**src/rtl/data_addr_gen.sv**
```systemverilog
// Registered data-memory address generator: selects B/A/K/zero/B+K or a stack
// address, holding one outstanding address toward Data Memory under valid/ready.
module data_addr_gen #(
  parameter int                DATA_W  = 8,
  parameter int                ADDR_W  = 8,
  parameter logic [ADDR_W-1:0] SP_INIT = {ADDR_W{1'b1}}
) (
  input  logic              clk,
  input  logic              rst_n,
  input  logic              req_valid,
  output logic              req_ready,
  input  logic [2:0]        sel,
  input  logic [DATA_W-1:0] a_in,
  input  logic [DATA_W-1:0] b_in,
  input  logic [DATA_W-1:0] k_in,
  output logic              mem_valid,
  input  logic              mem_ready,
  output logic [ADDR_W-1:0] mem_addr,
  output logic [ADDR_W-1:0] sp,
  output logic              stack_ovf,
  output logic              stack_unf,
  output logic              sel_err
);

  typedef enum logic [2:0] {
    SEL_B    = 3'b000,
    SEL_A    = 3'b001,
    SEL_K    = 3'b010,
    SEL_ZERO = 3'b011,
    SEL_PUSH = 3'b100,
    SEL_POP  = 3'b101,
    SEL_BK   = 3'b110,
    SEL_RSVD = 3'b111
  } sel_e;

  logic              mem_valid_q, mem_valid_d;
  logic [ADDR_W-1:0] mem_addr_q, mem_addr_d;
  logic [ADDR_W-1:0] sp_q, sp_d;
  logic              stack_ovf_q, stack_ovf_d;
  logic              stack_unf_q, stack_unf_d;
  logic              sel_err_q, sel_err_d;

  logic [ADDR_W-1:0] a_fit, b_fit, k_fit;
  logic [ADDR_W-1:0] new_addr;
  logic              accept;
  logic              issue;
  sel_e              mode;

  // Operands are fitted to the address width: truncate when wider, zero-extend when narrower.
  if (DATA_W >= ADDR_W) begin : g_trunc
    assign a_fit = a_in[ADDR_W-1:0];
    assign b_fit = b_in[ADDR_W-1:0];
    assign k_fit = k_in[ADDR_W-1:0];
  end else begin : g_zext
    assign a_fit = {{(ADDR_W-DATA_W){1'b0}}, a_in};
    assign b_fit = {{(ADDR_W-DATA_W){1'b0}}, b_in};
    assign k_fit = {{(ADDR_W-DATA_W){1'b0}}, k_in};
  end

  assign mode      = sel_e'(sel);
  assign req_ready = !mem_valid_q || mem_ready;
  assign accept    = req_valid && req_ready;

  always_comb begin
    issue       = 1'b0;
    new_addr    = mem_addr_q;
    sp_d        = sp_q;
    stack_ovf_d = 1'b0;
    stack_unf_d = 1'b0;
    sel_err_d   = 1'b0;
    if (accept) begin
      case (mode)
        SEL_B:    begin issue = 1'b1; new_addr = b_fit; end
        SEL_A:    begin issue = 1'b1; new_addr = a_fit; end
        SEL_K:    begin issue = 1'b1; new_addr = k_fit; end
        SEL_ZERO: begin issue = 1'b1; new_addr = '0; end
        SEL_BK:   begin issue = 1'b1; new_addr = b_fit + k_fit; end
        // Descending stack: push pre-decrements, pop post-increments.
        SEL_PUSH: begin
          if (sp_q == '0) begin
            stack_ovf_d = 1'b1;
          end else begin
            issue    = 1'b1;
            new_addr = sp_q - ADDR_W'(1);
            sp_d     = sp_q - ADDR_W'(1);
          end
        end
        SEL_POP: begin
          if (sp_q == SP_INIT) begin
            stack_unf_d = 1'b1;
          end else begin
            issue    = 1'b1;
            new_addr = sp_q;
            sp_d     = sp_q + ADDR_W'(1);
          end
        end
        default: sel_err_d = 1'b1;
      endcase
    end
  end

  // A new address replaces the held one; otherwise a consumed address drains.
  always_comb begin
    mem_valid_d = mem_valid_q;
    mem_addr_d  = mem_addr_q;
    if (issue) begin
      mem_valid_d = 1'b1;
      mem_addr_d  = new_addr;
    end else if (mem_ready) begin
      mem_valid_d = 1'b0;
    end
  end

  always_ff @(posedge clk) begin
    if (!rst_n) begin
      mem_valid_q <= 1'b0;
      mem_addr_q  <= '0;
      sp_q        <= SP_INIT;
      stack_ovf_q <= 1'b0;
      stack_unf_q <= 1'b0;
      sel_err_q   <= 1'b0;
    end else begin
      mem_valid_q <= mem_valid_d;
      mem_addr_q  <= mem_addr_d;
      sp_q        <= sp_d;
      stack_ovf_q <= stack_ovf_d;
      stack_unf_q <= stack_unf_d;
      sel_err_q   <= sel_err_d;
    end
  end

  assign mem_valid = mem_valid_q;
  assign mem_addr  = mem_addr_q;
  assign sp        = sp_q;
  assign stack_ovf = stack_ovf_q;
  assign stack_unf = stack_unf_q;
  assign sel_err   = sel_err_q;

endmodule

```
**config.mk**
```make
export PLATFORM = sky130hd
export DESIGN_NAME = data_addr_gen
export DESIGN_NICKNAME = d
export VERILOG_FILES = /design/src/rtl/data_addr_gen.sv
export SDC_FILE = /design/constraint.sdc
export NUM_CORES = 1
export LEC_CHECK = 0
export CORE_ASPECT_RATIO = 1.2
export CORE_MARGIN = 2
export CORE_UTILIZATION = 48
export CTS_CLUSTER_SIZE = 14
export DETAILED_ROUTE_END_ITERATION = 10
export PLACE_DENSITY = 0.86
export SLEW_MARGIN = 0
export SYNTH_ARGS = -nofsm -noshare
export SYNTH_HDL_FRONTEND = slang
export SYNTH_SLANG_ARGS = --single-unit
export TNS_END_PERCENT = 1
```
**constraint.sdc**
```tcl
create_clock -name clk -period 2.55 [get_ports clk]
set_input_delay 0.6375 -clock clk [delete_from_list [all_inputs] [get_ports clk]]
set_output_delay 0.6375 -clock clk [all_outputs]
set_load 0.01 [all_outputs]
```
* Yosys cells after proc, flatten, opt, wreduce, memory -nomap -nowiden
Index checks and enable logic that the tools add are counted.
Word-level totals: input port bits 31, logic and storage cells 47, register bits after elaboration 20
Operators by class: $add $sub $neg 3, multiplexer cells 14, reductions and logical operators 15, equality and inequality tests 9
Operators with widths (count):
- 8-bit one-hot mux with 7 select lines | 1
- 8-bit 2-to-1 mux | 3
- 8-bit one-hot mux with 2 select lines | 1
- 3-bit == test, second input constant | 3
- 8-bit by 1-bit adder with 8-bit output, second input constant | 1
- 8-bit adder | 1
- 8-bit == test, second input constant | 1
- 8-bit logical NOT | 1
- 1-bit 2-to-1 mux | 8
- 8-bit by 1-bit subtractor with 8-bit output, second input constant | 1
- 7-bit nonzero test | 1
- 7-bit OR reduction | 1
- 3-bit by 2-bit == test with 1-bit output, second input constant | 2
- 3-bit AND reduction | 2
- 5-bit AND reduction | 1
- 5-bit OR reduction | 1
- 2-bit != test, second input constant | 2
- 4-bit AND reduction | 1
- 2-bit nonzero test | 2
- 3-bit by 1-bit == test with 1-bit output, second input constant | 1
- 3-bit logical NOT | 1
- 1-bit one-hot mux with 3 select lines | 1
- 2-bit AND reduction | 1
- 1-bit logical AND | 1
- 2 further kinds | 2

* Depth between registers and ports, before layout
Gate-level depths: netlist of the first run.
depth after elaboration 5, gate-level depth with buffers 10

* Least setup slack after synthesis of the first run
OpenSTA, ideal clock, no wires.
path type input to register, from input port b_in[0], to register mem_addr_q[1] (netlist: mem_addr[1]), buffers on the path 0, data arrival time 2.165 ns, setup time 0.084 ns, setup slack 0.300 ns, stages 7, path through ha_1 > fa_1 > o21ai_1 > a221oi_4 > o21ai_2 > o2bb2ai_1 > o31ai_2
Between the ends: longest elaborated chain between the ends 2
RTL lines:
- start: declaration | RTL line 14 | input logic [DATA_W-1:0] b_in,
- 8-bit adder | RTL line 77 | SEL_BK: begin issue = 1'b1; new_addr = b_fit + k_fit; end
- 8-bit one-hot mux with 7 select lines | RTL line 72 | case (mode)
- end signal: assignment | RTL line 124 | mem_addr_q <= mem_addr_d;
- end: declaration | RTL line 37 | logic [ADDR_W-1:0] mem_addr_q, mem_addr_d;
No other way between the ends. A chain may end at the register's enable or synchronous reset.

* Worst setup path in the final report of the first run
from input port k_in[0], to register mem_addr_q[4] (netlist: mem_addr[4])
Between the ends: longest elaborated chain between the ends 2
RTL lines:
- start: declaration | RTL line 15 | input logic [DATA_W-1:0] k_in,
- 8-bit adder | RTL line 77
- 8-bit one-hot mux with 7 select lines | RTL line 72
No other way between the ends.

==> impl_metrics.prom, run 1 <==
# TYPE chip_impl_metric gauge
chip_impl_metric{name="detailedRoute.firstIterationViolations",unit=""} 113
chip_impl_info{name="startpoint_of_the_worst_hold_path",value="mem_addr[6]"} 1
chip_impl_info{name="synthTopCellsByArea",value="sky130_fd_sc_hd__dfxtp_1 (22%), sky130_fd_sc_hd__ha_1 (6.8%), sky130_fd_sc_hd__a21oi_1 (4.1%)"} 1
chip_impl_metric{name="initial_antenna_violation_count",unit=""} 0
chip_impl_metric{name="grt_pass1_wl",unit="um"} 8600
chip_impl_metric{name="wl_per_cell",unit="um"} 14.7
chip_impl_metric{name="part_of_the_power_in_registers",unit=""} 0.333
chip_impl_info{name="outcome",value="completed"} 1
chip_impl_metric{name="cts.sink_count",unit=""} 20
chip_impl_metric{name="pwr_density_cell",unit="mW/mm2"} 385
chip_impl_metric{name="die_width",unit="um"} 60.3
chip_impl_metric{name="largest_net_degree_at_the_start_of_global_routing",unit=""} 26
chip_impl_metric{name="clock_latency_at_the_later_pin_of_the_worst_skew_pair",unit="ns"} 0.26
chip_impl_metric{name="finalCriticalPeriod",unit="ns"} 2.47
chip_impl_metric{name="post-synth-top-area-fraction",unit=""} 0.219
chip_impl_metric{name="starting_density_of_the_core",unit=""} 0.503
chip_impl_metric{name="cts_made_buffers",unit=""} 3
chip_impl_metric{name="cts.reportedPaths.clkPinSlew",unit="ns"} 0.08
chip_impl_metric{name="post_route_drc_violation_count",unit=""} 0
chip_impl_info{name="rr_startpoint",value="sp[0]"} 1
chip_impl_metric{name="syn_warnings",unit=""} 0
chip_impl_metric{name="route.detailed.vias_per_inst",unit=""} 5.66
chip_impl_metric{name="maximum_buffer_depth_of_the_clock_tree",unit=""} 2
chip_impl_info{name="clk_root_buffer_cell",value="sky130_fd_sc_hd__clkbuf_8"} 1
chip_impl_metric{name="first_pass_iters",unit=""} 4
chip_impl_metric{name="synth_cells",unit=""} 233
chip_impl_metric{name="nets_finish",unit=""} 346
chip_impl_metric{name="worst_clock_skew",unit="ns"} 0.00337
chip_impl_metric{name="report.final.hold_viol_count",unit=""} 0
chip_impl_info{name="synth.cells.most_frequent",value="sky130_fd_sc_hd__dfxtp_1 (20), sky130_fd_sc_hd__nand2_1 (20), sky130_fd_sc_hd__a21oi_1 (15), sky130_fd_sc_hd__nor2_1 (15), sky130_fd_sc_hd__o21ai_0 (13)"} 1
chip_impl_metric{name="grt_pass1_vias",unit=""} 1943
chip_impl_metric{name="power_frac_comb",unit=""} 0.346
chip_impl_metric{name="sum_of_net_half_perimeters_after_detailed_placement",unit="um"} 4020
chip_impl_metric{name="timing.final.max_slew_violations",unit=""} 0
chip_impl_metric{name="max_rail_drop_vdd",unit="mV"} 0.206
chip_impl_metric{name="max_slew.worst_pin.slew",unit="ns"} 0.499
chip_impl_metric{name="power.switching",unit="W"} 0.000291
chip_impl_metric{name="slew-limit-headroom",unit=""} 0.667
chip_impl_metric{name="maxCapViolations",unit=""} 0
chip_impl_metric{name="area_delta_synth_final",unit="%"} 44.9
chip_impl_metric{name="layout_worst_path_cycle_share",unit=""} 0.967
chip_impl_metric{name="crit_required",unit="ns"} 2.71
chip_impl_metric{name="multi_input_area",unit="mm2"} 0.00134
chip_impl_metric{name="report.power.total",unit="W"} 0.00102
chip_impl_metric{name="num_antenna_cells",unit=""} 0
chip_impl_metric{name="fp.dieH",unit="um"} 71.6
chip_impl_metric{name="r2r_setup_slk",unit="ns"} 0.49
chip_impl_metric{name="sw_frac_of_total",unit=""} 0.286
chip_impl_info{name="endpoint_kind",value="flip-flop"} 1
chip_impl_metric{name="filler_cell_count",unit=""} 281
chip_impl_metric{name="grtUsageTotal",unit=""} 0.254
chip_impl_metric{name="arrival",unit="ns"} 2.63
chip_impl_metric{name="rows",unit=""} 24
chip_impl_info{name="worstHoldPathType",value="reg2reg"} 1
chip_impl_metric{name="synth_seq_area_share",unit=""} 0.219
chip_impl_metric{name="fmax",unit="MHz"} 406
chip_impl_metric{name="overflow",unit=""} 0
chip_impl_metric{name="synthArstFlopShare",unit=""} 0
chip_impl_info{name="hold_path_end",value="mem_addr[6]"} 1
chip_impl_metric{name="static-leakage-power",unit="nW"} 1.06
chip_impl_metric{name="floorplan.die_area",unit="mm2"} 0.00432
chip_impl_metric{name="critical_path.max_fanout",unit=""} 3
chip_impl_metric{name="synth.lib_cells_used.distinct",unit=""} 63
chip_impl_metric{name="timing.hold.worst_path_depth",unit=""} 2
chip_impl_info{name="start_kind",value="input pin"} 1
chip_impl_metric{name="syn-cell-area",unit="mm2"} 0.00183
chip_impl_metric{name="synth_seq_cells",unit=""} 20
chip_impl_metric{name="detail_route.wirelength",unit="um"} 5200
chip_impl_metric{name="antenna_violating_nets_post_route",unit=""} 0
chip_impl_metric{name="vias_post_dr",unit=""} 2010
chip_impl_metric{name="finalSetupViolations",unit=""} 0
chip_impl_info{name="worst-setup-path-type",value="in2reg"} 1
chip_impl_metric{name="fin_tns_setup",unit="ns"} 0
chip_impl_metric{name="core_area",unit="mm2"} 0.00363
chip_impl_metric{name="place.port_buffers",unit=""} 51
chip_impl_metric{name="mappedNetlistNets",unit=""} 275
chip_impl_metric{name="internal_power",unit="W"} 0.000728
chip_impl_metric{name="register_area",unit="um2"} 400
chip_impl_info{name="yosysTopAreaCell",value="sky130_fd_sc_hd__dfxtp_1"} 1
chip_impl_metric{name="number_of_top_level_pins",unit=""} 52
chip_impl_metric{name="synthesis.area_per_instance",unit="um2"} 7.84
chip_impl_metric{name="synth_edf_count",unit=""} 0
chip_impl_metric{name="drive_gt1_frac",unit=""} 0.178
chip_impl_metric{name="share_of_total_power_in_the_clock_network",unit=""} 0.321
chip_impl_info{name="cts_tree",value="built"} 1
chip_impl_info{name="ys_dominant_reg_cell",value="sky130_fd_sc_hd__dfxtp_1"} 1
chip_impl_info{name="rsz0062_at_grt",value="yes"} 1
chip_impl_metric{name="htree_num_levels",unit=""} 1
chip_impl_metric{name="globalplace.congestion",unit=""} 0.992
chip_impl_info{name="rr_endpoint",value="mem_addr[1]"} 1
chip_impl_metric{name="timing.reg2reg.worst_path_depth",unit=""} 7
## critical path: stages
cell	delay, ns
sky130_fd_sc_hd__clkdlybuf4s50_1	0.43
sky130_fd_sc_hd__ha_2	0.22
sky130_fd_sc_hd__fa_1	0.42
sky130_fd_sc_hd__a21o_1	0.18
sky130_fd_sc_hd__a21oi_1	0.17
sky130_fd_sc_hd__xnor2_1	0.08
sky130_fd_sc_hd__a221o_1	0.35
sky130_fd_sc_hd__o21ai_0	0.07
sky130_fd_sc_hd__o21ai_1	0.07
## layout make-up
| cell class | count | share of cell area |
|---|---|---|
| multi-input combinational | 192 | 0.508 |
| timing repair buffer | 80 | 0.280 |
| sequential | 20 | 0.151 |
| tap | 52 | 0.0246 |
| clock buffer | 3 | 0.0156 |
| clock inverter | 1 | 0.0113 |
| inverter | 7 | 0.00992 |
## power groups by stage
stage / Sequential (W) / Clock [W] / Combinational, W
finish: 0.000340 / 0.000327 / 0.000353
global route: 0.000342 / 0.000346 / 0.000385
global placement: 0.000346 / 0 / 0.000338
CTS: 0.000340 / 0.000330 / 0.000347
detailed placement: 0.000347 / 0 / 0.000344
floorplan: 0.000351 / 0 / 0.000181
## cell usage in the layout (no fill, tap or decap), drive strengths merged, types with 2 or more instances in the layout
master          n
a211oi          3
a21boi          2
a21o            3
a21oi          15
a221o           2
a221oi          5
a2bb2oi         3
a31oi           4
and2            2
and3            5
buf            29
clkbuf          3
clkdlybuf4s50  51
dfxtp          20
ha             10
inv             7
mux2            4
nand2          20
nand2b          2
nand3          12
nand3b          2
nor2           16
nor2b           4
nor3            9
nor3b           2
nor4            2
o211ai          5
o21ai          24
o21bai          3
o31ai           2
o41ai           2
xnor2           8
xor2            5
## worst max-delay path by stage
stage | start | endpoint | slack, ns | cells after the start
5_1_grt | b_in[0] | mem_addr[1] | -0.02 | 8
6_report | k_in[0] | mem_addr[4] | 0.08 | 9
2_1_floorplan | b_in[0] | mem_addr[1] | 0.30 | 7
4_1_cts | b_in[0] | mem_addr[1] | 0.03 | 8
3_5_place_dp | b_in[1] | mem_addr[7] | -0.29 | 8
3_3_place_gp | b_in[1] | mem_addr[7] | -0.26 | 8
## what timing repair did
item / 4_1_cts / 5_1_grt
pin swaps: 0 / 2
buffers inserted: 0 / 0
hold buffers: 0 / 0
gates cloned: 0 / 0
endpoints found under the setup margin: 1 / 4
gates resized for setup: 1 / 3
## routing by layer
metal,up-vias,wire length [um],global-route usage,share of wire
met5,-,0,0,0
met4,0,76,0.0716,0.015
met3,10,274,0.0217,0.053
met2,75,2620,0.436,0.50
met1,919,2230,0.333,0.43
li1,1006,-,-,-
## flip-flops by register name, summed over array words and instances (netlist names)
register   flops
sel_err        1
sp             8
stack_ovf      1
mem_addr       8
stack_unf      1
mem_valid      1
## cell families after synthesis
group                    Yosys count  share of synthesized area
AO/OA/AOI/OAI                     80                      0.307
XOR/XNOR                          13                     0.0623
adder cells (fa/ha/maj)           11                     0.0795
buffers and inverters             21                     0.0534
flip-flops                        20                      0.219
multiplexers                       5                     0.0322
AND/OR/NAND/NOR                   83                      0.247
## per-stage QoR
stage          setup WS [ns]  instance area, um2  hold WS, ns  cells   util
2_1_floorplan          0.300                1830        0.479    233      -
3_3_place_gp          -0.262                2560        0.444    351  0.705
3_5_place_dp          -0.289                2560        0.449    351  0.705
4_1_cts               0.0294                2640        0.461    355  0.726
5_1_grt              -0.0236                2650        0.476    355  0.729
6_report              0.0840                2650        0.456    355  0.729
No activity file was read; power rests on OpenSTA's default activity.
==> run 2, diff against run 1 <==
--- a/config.mk
+++ b/config.mk
@@ -5,11 +5,11 @@
 export SDC_FILE = /design/constraint.sdc
 export NUM_CORES = 1
 export LEC_CHECK = 0
-export CORE_ASPECT_RATIO = 1.2
 export CORE_MARGIN = 2
 export CORE_UTILIZATION = 48
 export CTS_CLUSTER_SIZE = 14
 export DETAILED_ROUTE_END_ITERATION = 10
+export MAX_ROUTING_LAYER = met4
 export PLACE_DENSITY = 0.86
 export SLEW_MARGIN = 0
 export SYNTH_ARGS = -nofsm -noshare
==> run 2 against run 1 <==
Sequential power hardly changed. Critical path depth unchanged. Global-route usage rose by 2.5 points. Sequential cell count unchanged. Routed wire length grew 3.2%. Non-clock buffer count is 1 lower. Via count is 0.65% lower. Setup slack worse by 0.010 ns. Critical endpoint unchanged. Largest power group unchanged.
==> impl_metrics.prom, run 2 (synthesis gave the netlist of run 1 again) <==
# TYPE chip_impl_metric gauge
chip_impl_info{name="outcome",value="completed"} 1
chip_impl_metric{name="fp.dieH",unit="um"} 65.7
chip_impl_metric{name="detailedRoute.firstIterationViolations",unit=""} 106
chip_impl_metric{name="part_of_the_power_in_registers",unit=""} 0.336
chip_impl_metric{name="starting_density_of_the_core",unit=""} 0.499
chip_impl_metric{name="overflow",unit=""} 0
chip_impl_metric{name="num_antenna_cells",unit=""} 0
chip_impl_metric{name="max_slew.worst_pin.slew",unit="ns"} 0.514
chip_impl_metric{name="number_of_buffers_inserted_by_post_cts_setup_repair",unit=""} 0
chip_impl_info{name="worst-setup-path-type",value="in2reg"} 1
chip_impl_metric{name="final_critical_path_setup_slack",unit="ns"} 0.0738
chip_impl_metric{name="first_pass_iters",unit=""} 4
chip_impl_metric{name="wl_per_cell",unit="um"} 15.3
chip_impl_metric{name="cts_made_buffers",unit=""} 3
chip_impl_metric{name="largest_net_degree_at_the_start_of_global_routing",unit=""} 15
chip_impl_metric{name="maximum_buffer_depth_of_the_clock_tree",unit=""} 2
chip_impl_info{name="worstHoldPathType",value="reg2reg"} 1
chip_impl_metric{name="power_frac_comb",unit=""} 0.345
chip_impl_metric{name="maxCapViolations",unit=""} 0
chip_impl_metric{name="grt_pass1_wl",unit="um"} 9230
chip_impl_metric{name="timing.hold.worst_path_depth",unit=""} 2
chip_impl_metric{name="report.final.hold_viol_count",unit=""} 0
chip_impl_metric{name="place.port_buffers",unit=""} 51
chip_impl_metric{name="r2r_setup_slk",unit="ns"} 0.40
chip_impl_metric{name="max_rail_drop_vdd",unit="mV"} 0.296
chip_impl_metric{name="cts.sink_count",unit=""} 20
chip_impl_metric{name="number_of_top_level_pins",unit=""} 52
chip_impl_metric{name="floorplan.die_area",unit="mm2"} 0.00432
chip_impl_info{name="clk_root_buffer_cell",value="sky130_fd_sc_hd__clkbuf_8"} 1
chip_impl_metric{name="fmax",unit="MHz"} 404
chip_impl_metric{name="pwr_density_cell",unit="mW/mm2"} 387
chip_impl_metric{name="static-leakage-power",unit="nW"} 1.04
chip_impl_metric{name="cts_hold_buf",unit=""} 0
chip_impl_metric{name="worst_clock_skew",unit="ns"} 0.00669
chip_impl_metric{name="internal_power",unit="W"} 0.000725
chip_impl_info{name="endpoint_kind",value="flip-flop"} 1
chip_impl_metric{name="area_delta_synth_final",unit="%"} 43.4
chip_impl_metric{name="sum_of_net_half_perimeters_after_detailed_placement",unit="um"} 4220
chip_impl_metric{name="drive_gt1_frac",unit=""} 0.175
chip_impl_info{name="rsz0062_at_grt",value="yes"} 1
chip_impl_info{name="startpoint_of_the_worst_hold_path",value="mem_addr[4]"} 1
chip_impl_metric{name="htree_num_levels",unit=""} 1
chip_impl_info{name="rr_startpoint",value="sp[0]"} 1
chip_impl_metric{name="finalCriticalPeriod",unit="ns"} 2.48
chip_impl_metric{name="finalSetupViolations",unit=""} 0
chip_impl_metric{name="timing.reg2reg.worst_path_depth",unit=""} 7
chip_impl_metric{name="core_util_final",unit=""} 0.715
chip_impl_metric{name="slew-limit-headroom",unit=""} 0.656
chip_impl_metric{name="critical_path.max_fanout",unit=""} 3
chip_impl_metric{name="post_route_drc_violation_count",unit=""} 0
chip_impl_metric{name="clock_latency_at_the_later_pin_of_the_worst_skew_pair",unit="ns"} 0.26
chip_impl_metric{name="timing.final.max_slew_violations",unit=""} 0
chip_impl_info{name="mostFrequentLayoutCell",value="sky130_fd_sc_hd__clkdlybuf4s50_1"} 1
chip_impl_metric{name="core_area",unit="mm2"} 0.00366
chip_impl_metric{name="globalplace.congestion",unit=""} 0.920
chip_impl_metric{name="layout_worst_path_cycle_share",unit=""} 0.971
chip_impl_metric{name="share_of_total_power_in_the_clock_network",unit=""} 0.320
chip_impl_metric{name="cts.reportedPaths.clkPinSlew",unit="ns"} 0.08
chip_impl_info{name="start_kind",value="input pin"} 1
chip_impl_metric{name="initial_antenna_violation_count",unit=""} 0
chip_impl_metric{name="route.detailed.vias_per_inst",unit=""} 5.71
chip_impl_info{name="hold_path_end",value="mem_addr[4]"} 1
chip_impl_metric{name="crit_required",unit="ns"} 2.70
chip_impl_info{name="rr_endpoint",value="mem_addr[1]"} 1
chip_impl_metric{name="die_width",unit="um"} 65.7
chip_impl_metric{name="antenna_violating_nets_post_route",unit=""} 0
chip_impl_metric{name="rows",unit=""} 22
chip_impl_metric{name="vias_post_dr",unit=""} 1997
chip_impl_info{name="cp_slowest_cell",value="sky130_fd_sc_hd__clkdlybuf4s50_1"} 1
chip_impl_metric{name="power.switching",unit="W"} 0.000289
chip_impl_metric{name="sw_frac_of_total",unit=""} 0.285
chip_impl_metric{name="nets_finish",unit=""} 345
chip_impl_metric{name="slowest_delay",unit="ns"} 0.43
chip_impl_metric{name="detail_route.wirelength",unit="um"} 5370
chip_impl_metric{name="grt_pass1_vias",unit=""} 1979
chip_impl_info{name="cts_tree",value="built"} 1
chip_impl_metric{name="place_ws",unit="ns"} -0.260
chip_impl_info{name="layout.cells.most_common_list",value="sky130_fd_sc_hd__clkdlybuf4s50_1 (51), sky130_fd_sc_hd__buf_4 (28), sky130_fd_sc_hd__nand2_1 (20), sky130_fd_sc_hd__dfxtp_1 (20)"} 1
chip_impl_info{name="crit_path_cells",value="clkdlybuf4s50_1 > ha_2 > fa_1 > a21o_1 > a21oi_1 > xnor2_1 > a221o_1 > o21ai_0 > o21ai_1"} 1
chip_impl_metric{name="report.power.total",unit="W"} 0.00101
chip_impl_metric{name="arrival",unit="ns"} 2.63
chip_impl_metric{name="grtUsageTotal",unit=""} 0.279
[run 2: cell types whose count changed in the layout (fill, tap and decap cells not counted), sizes merged]
cell,delta
buf,-1
[run 2: timing repair]
action                                 CTS  global route
endpoints found under the hold margin    0             0
setup endpoints to repair                0             4
resized for setup                        0             3
[run 2: critical path: cells and delay by family]
family                     cells  cell delay (ns)
AOI/OAI and AO/OA              5             0.85
xor gates and xnor gates       1             0.08
adders and majority gates      2             0.64
buffers and inverters          1             0.43
[run 2: how the worst max path moves through the flow]
| stage | start | end | cells past startpoint |
|---|---|---|---|
| floorplan | b_in[0] | mem_addr[1] | 7 |
| global placement | b_in[0] | mem_addr[1] | 8 |
| detailed placement | b_in[0] | mem_addr[1] | 8 |
| CTS | b_in[0] | mem_addr[1] | 8 |
| global route | k_in[0] | mem_addr[1] | 8 |
| finish | k_in[0] | mem_addr[4] | 9 |
[run 2: cell type report]
class / count / area, um2
clock inverters: 1 / 30.0
flip-flops and latches: 20 / 400
clock buffers: 3 / 41.3
inverters: 7 / 26.3
fillers: 313 / 1040
well taps: 48 / 60.1
multi-input cells: 192 / 1340
repair buffers: 79 / 721
[run 2: power by group through the flow]
stage | logic, W | clock network [W] | registers [W]
2_1_floorplan | 0.000181 | 0 | 0.000351
3_3_place_gp | 0.000339 | 0 | 0.000347
3_5_place_dp | 0.000342 | 0 | 0.000348
4_1_cts | 0.000345 | 0.000328 | 0.000340
5_1_grt | 0.000383 | 0.000343 | 0.000342
6_report | 0.000349 | 0.000324 | 0.000340
[run 2: layer usage]
layer,up-vias,share of wire,track usage
met5,-,0,-
met4,0,0.015,0.0651
met3,8,0.043,0.0428
met2,51,0.48,0.473
met1,936,0.46,0.348
li1,1002,-,-
[run 2: through the flow]
step	hold slack (ns)	area, um2	std cells	setup TNS, ns
after detailed placement	0.451	2540	346	-1.03
after global placement	0.444	2540	346	-0.860
after global routing	0.493	2620	350	-0.0256
final	0.456	2620	350	0
after floorplan	0.479	1830	233	0
after CTS	0.462	2610	350	0
